$ cat src/rtl/pipe_fetch.sv
// Instruction fetch stage with IF/ID pipeline register.
// Holds the PC, selects the next PC from decode-stage redirects and fetches
// from a wait-stated instruction memory over a req/ack handshake. A one-entry
// fetch buffer keeps a word that arrives during a stall, and a one-entry
// redirect latch keeps a branch target that decode presents while the delay
// slot is still being fetched.
module pipe_fetch #(
  parameter logic [31:0] RESET_PC = 32'h0000_0000,
  parameter logic [31:0] NOP_INST = 32'h0000_0000
) (
  input  logic        clk,
  input  logic        clrn,
  input  logic        wpcir,
  input  logic [1:0]  pcsource,
  input  logic [31:0] bpc,
  input  logic [31:0] jpc,
  input  logic [31:0] ra,
  output logic        imem_req,
  output logic [31:0] imem_addr,
  input  logic [31:0] imem_rdata,
  input  logic        imem_ack,
  output logic [31:0] pc,
  output logic [31:0] dpc4,
  output logic [31:0] inst,
  output logic        dvalid
);

  logic [31:0] fbuf;
  logic        fbuf_v;
  logic [31:0] redir_pc;
  logic        redir_v;

  logic        avail;
  logic        adv;
  logic        bubble;
  logic        stall;
  logic [31:0] word;
  logic [31:0] pc4;
  logic [31:0] sel_target;
  logic [31:0] target_al;
  logic [31:0] npc;

  // An ack that lands while the buffer is full is a protocol error; the
  // buffered word wins and the stray ack is simply not used.
  assign avail  = imem_ack | fbuf_v;
  assign word   = fbuf_v ? fbuf : imem_rdata;
  assign adv    = wpcir & avail;
  assign stall  = ~wpcir;
  assign bubble = wpcir & ~avail;
  assign pc4    = pc + 32'd4;

  // Request stays high until a word is parked in the buffer; it is gated by
  // clrn so that a reset abandons an outstanding request immediately.
  assign imem_req  = clrn & ~fbuf_v;
  assign imem_addr = pc;

  // Target selected by decode's pcsource (00 falls through to pc+4).
  always_comb begin
    sel_target = pc4;
    case (pcsource)
      2'b01:   sel_target = bpc;
      2'b10:   sel_target = ra;
      2'b11:   sel_target = jpc;
      default: sel_target = pc4;
    endcase
  end

  // Instruction addresses are word aligned, so the low two bits are dropped.
  assign target_al = sel_target & 32'hFFFF_FFFC;

  // A latched redirect takes precedence over whatever decode presents now.
  assign npc = redir_v ? redir_pc : target_al;

  // PC and IF/ID register: load on advance, inject a bubble when memory is
  // slow, hold everything during a stall.
  always_ff @(posedge clk or negedge clrn) begin
    if (!clrn) begin
      pc     <= RESET_PC;
      dpc4   <= 32'h0000_0000;
      inst   <= NOP_INST;
      dvalid <= 1'b0;
    end else if (adv) begin
      pc     <= npc;
      dpc4   <= pc4;
      inst   <= word;
      dvalid <= 1'b1;
    end else if (bubble) begin
      inst   <= NOP_INST;
      dvalid <= 1'b0;
    end
  end

  // Fetch buffer: park a word that completes during a stall so the memory
  // request can drop; consumed by the next advance.
  always_ff @(posedge clk or negedge clrn) begin
    if (!clrn) begin
      fbuf   <= 32'h0000_0000;
      fbuf_v <= 1'b0;
    end else if (adv) begin
      fbuf_v <= 1'b0;
    end else if (stall && imem_ack && !fbuf_v) begin
      fbuf   <= imem_rdata;
      fbuf_v <= 1'b1;
    end
  end

  // Redirect latch: a branch resolved while its delay slot is still in
  // flight is remembered and applied when the delay slot finally advances.
  // An already-latched redirect is never overwritten.
  always_ff @(posedge clk or negedge clrn) begin
    if (!clrn) begin
      redir_pc <= 32'h0000_0000;
      redir_v  <= 1'b0;
    end else if (adv) begin
      redir_v <= 1'b0;
    end else if (bubble && (pcsource != 2'b00) && !redir_v) begin
      redir_pc <= target_al;
      redir_v  <= 1'b1;
    end
  end

endmodule

$ cat config.mk
export PLATFORM = sky130hd
export DESIGN_NAME = pipe_fetch
export DESIGN_NICKNAME = d
export VERILOG_FILES = /design/src/rtl/pipe_fetch.sv
export SDC_FILE = /design/constraint.sdc
export NUM_CORES = 1
export LEC_CHECK = 0
export ABC_AREA = 1
export BUFFER_PORTS_ARGS = -buffer_cell sky130_fd_sc_hd__buf_2
export CORE_MARGIN = 2
export CORE_UTILIZATION = 55
export DETAILED_ROUTE_END_ITERATION = 16
export PLACE_DENSITY = 0.93
export RECOVER_POWER = 100
export SYNTH_ARGS = -nofsm -noshare
export SYNTH_HDL_FRONTEND = slang
export SYNTH_SLANG_ARGS = --single-unit
$ cat constraint.sdc
create_clock -name clk -period 3.1 [get_ports clk]
set_clock_uncertainty 0.15 [all_clocks]
set_input_delay 0.93 -clock clk [delete_from_list [all_inputs] [get_ports clk]]
set_output_delay 0.93 -clock clk [all_outputs]
set_load 0.05 [all_outputs]
==> impl_results.md <==
* Placed Instances at around 1500
* Syn_area_per_cell at around 7.6 um2
* Gpl congestion at just under 0.9
* Headroom to the max-slew limit at 21.1%
* Status: complete, no violations
* Sink Count at about 160
* Initial antenna violation count at 0
* Crit start category: input pin
* Ports at 264
* Maximum root-to-sink buffer count at 2
* Antenna diodes at 0
* Wire per inst at 16.0 um
* Die Wd at roughly 130 um
* PostCTS Resize Cnt at 0
* Cts bufs inserted at 17
* Pleak at slightly below 5 nW
* Routed WL at ~24000 um
* Fin. Hold Viols at 0
* Total negative slack at 0 ps
* Total GRT Usage at about 30%
* CP Data Required Time at between 2000 and 2500 ps
* Worst skew pair latency at between 400 and 500 ps
* Placed cell area at approximately 9500 um2
* Design Area, Final at 9940 um2
* XOR/XNOR Fraction of Synth Area at less than 1%
* Gate Count Post-Synth at ~1100
* Syn. warnings at 0
* Worst Max-Slew Pin Slew at 1180 ps
* Routed Antenna Nets at 0
* DIE AREA at roughly 16000 um2
* Core area at around 15000 um2
* Post-DP HPWL at 16400 um
* Router iterations before antenna repair at 5
* Post-CTS Setup Inserts at 0
* DRC Markers at 0
* Initial Util at 56.8%
* Share of cells above drive strength 1 at between 10 and 15%
* Vias per std cell at about 5.6
* Pwr dens at slightly below 800 nW/um2
* Period utilization at 86.1%
* Number of max-cap violations at 0
* Max-slew violation count at 0
* DR iter-0 viols at roughly 930
* Htree depth at 4
* Hold Crit Class: flop to flop
* Post-layout nets at between 1000 and 1500
* Syn-to-layout area delta at 19.5%
* CTS Root Cell: clkbuf_16
* Largest family of logic cells by synthesized area: simple AND/OR/NAND/NOR gates
* Kind of critical path: input pin to output port
* Crit. End Element: output port
* RSZ-0062 raised after global routing: no
* Total grt overflow at 0
* Simple-gate share of the synthesized area at 27.6%
* Max Fclk at 0.375 GHz
* CTS tree: built
* VDD IR-drop max at roughly 0.46 mV
* Site Rows at 44
* Final setup violation count at 0
* Post-synthesis mux area share at 0%
* Synth Area in Compound Gates at between 10% and 20%
* CP max FO at 2
* Global-route wire length before repair at between 30000 and 40000 um
* Via Count at between 8000 and 9000
* Clock slew at reported path FFs at 60 ps
* Layout Cells excl Fill at 1492
* Fin util at roughly two thirds
* IO Port Bufs at around 250
* #FFs+latches synth at 157
* Largest net degree at the start of global routing at ~160
* Count of cell types in the netlist at 34
* Mapped Area at 8320 um2
* Synthesized-area fraction occupied by adder cells at 0.150%
* Die Ht at roughly 130 um
* Hold buffer count at CTS at 0
* Arrival time worst endpoint at ~1600 ps
* Number of global-route vias before repair at between 7000 and 8000
* Tmin final at between 2000 and 3000 ps
* Post-synthesis sequential area ratio at approximately 47%
-- registers in the layout (all words and copies together) (netlist names) --
signal	flops
fbuf	32
inst	32
dpc4	30
imem_addr	30
redir_pc	30
dvalid	1
fbuf_v	1
redir_v	1
-- final timing paths --
path / slack [ps] / depth (start not counted) / start / endpoint
max reg2reg: 510 / 4 / redir_v / redir_pc[16]
min in group asynchronous: 630 / 2 / clrn / inst[9]
max: 430 / 4 / clrn / imem_req
min: 330 / 2 / redir_pc[18] / redir_pc[18]
min reg2reg: 330 / 2 / redir_pc[18] / redir_pc[18]
max in group asynchronous: 1530 / 2 / clrn / fbuf_v
-- cell families (layout without fill, tap and decap cells) --
| kind of cell | after synthesis | after routing |
|---|---|---|
| AOI/OAI and AO/OA | 205 | 205 |
| xor gates and xnor gates | 6 | 6 |
| adders and majority gates | 1 | 1 |
| buffers and inverters | 171 | 375 |
| DFF | 157 | 157 |
| other | 1 | 6 |
| and+or+nand+nor | 558 | 558 |
-- metrics by stage --
stage / setup slack, ps / power, mW / hold slack, ps
after global routing: 287 / 8.21 / 351
final: 431 / 7.85 / 328
after global placement: 583 / 5.51 / 310
after detailed placement: 539 / 5.58 / 309
after floorplan: 424 / 4.93 / 299
after CTS: 572 / 7.95 / 324
-- layout by cell type, fill, tap and decap left out, types with 5 or more instances in the layout --
cell type	synthesis	routed
a21oi_1	33	33
a22o_1	33	33
a31oi_1	20	20
buf_2	23	124
buf_4	41	6
bufinv_16	0	6
clkbuf_1	25	130
clkbuf_16	0	17
conb_1	1	6
dfrtp_1	157	156
inv_1	71	73
inv_2	7	5
nand2_1	366	366
nand3_1	66	66
nand4_1	10	10
nor2_1	96	97
nor2_2	8	8
o211ai_1	5	5
o21ai_0	93	103
-- area by class of cell --
cell class	count	area, um2
inverters	80	300
multi-input cells	776	3580
fillers	1217	4700
repair buffers	263	1230
clock buffers	19	433
clock inverters	13	238
flip-flops and latches	157	3930
well taps	184	230
-- power by group --
| part | switching, mW | total (mW) | leakage (nW) | internal [mW] |
|---|---|---|---|---|
| sequential | 0.406 | 2.88 | 1.93 | 2.47 |
| combinational | 2.05 | 2.62 | 2.68 | 0.569 |
| clock | 0.840 | 2.36 | 0.320 | 1.52 |
-- critical path: stages --
cell and delay (ps):
clkbuf_1 190, inv_1 70, nor2_1 110, buf_2 280
-- Yosys cell counts (all sizes together) --
cell type,number,area (um2)
nand2,369,1400
dfrtp,157,3930
nor2,109,467
o21ai,107,536
inv,78,293
buf,66,430
nand3,66,330
a21oi,33,165
a22o,33,289
clkbuf,25,93.8
a31oi,20,125
nand4,10,62.6
o211ai,5,37.5
a22oi,4,30.0
xor2,4,35.0
clkinv,2,7.51
nand3b,2,18.8
xnor2,2,17.5
and2,1,6.26
conb,1,3.75
ha,1,12.5
nor3,1,5.00
o2111ai,1,8.76
o21bai,1,7.51
o22ai,1,6.26
-- metal layers --
layer	part of all wire, %	track usage, %	vias to the layer above	wire (um)
met5	0	0	-	0
li1	-	-	3928	-
met4	3.1	12.3	0	754
met1	40	37.9	3886	9460
met3	9.2	6.16	70	2200
met2	48	50.8	502	11500
(Power assumes the default switching activity.)
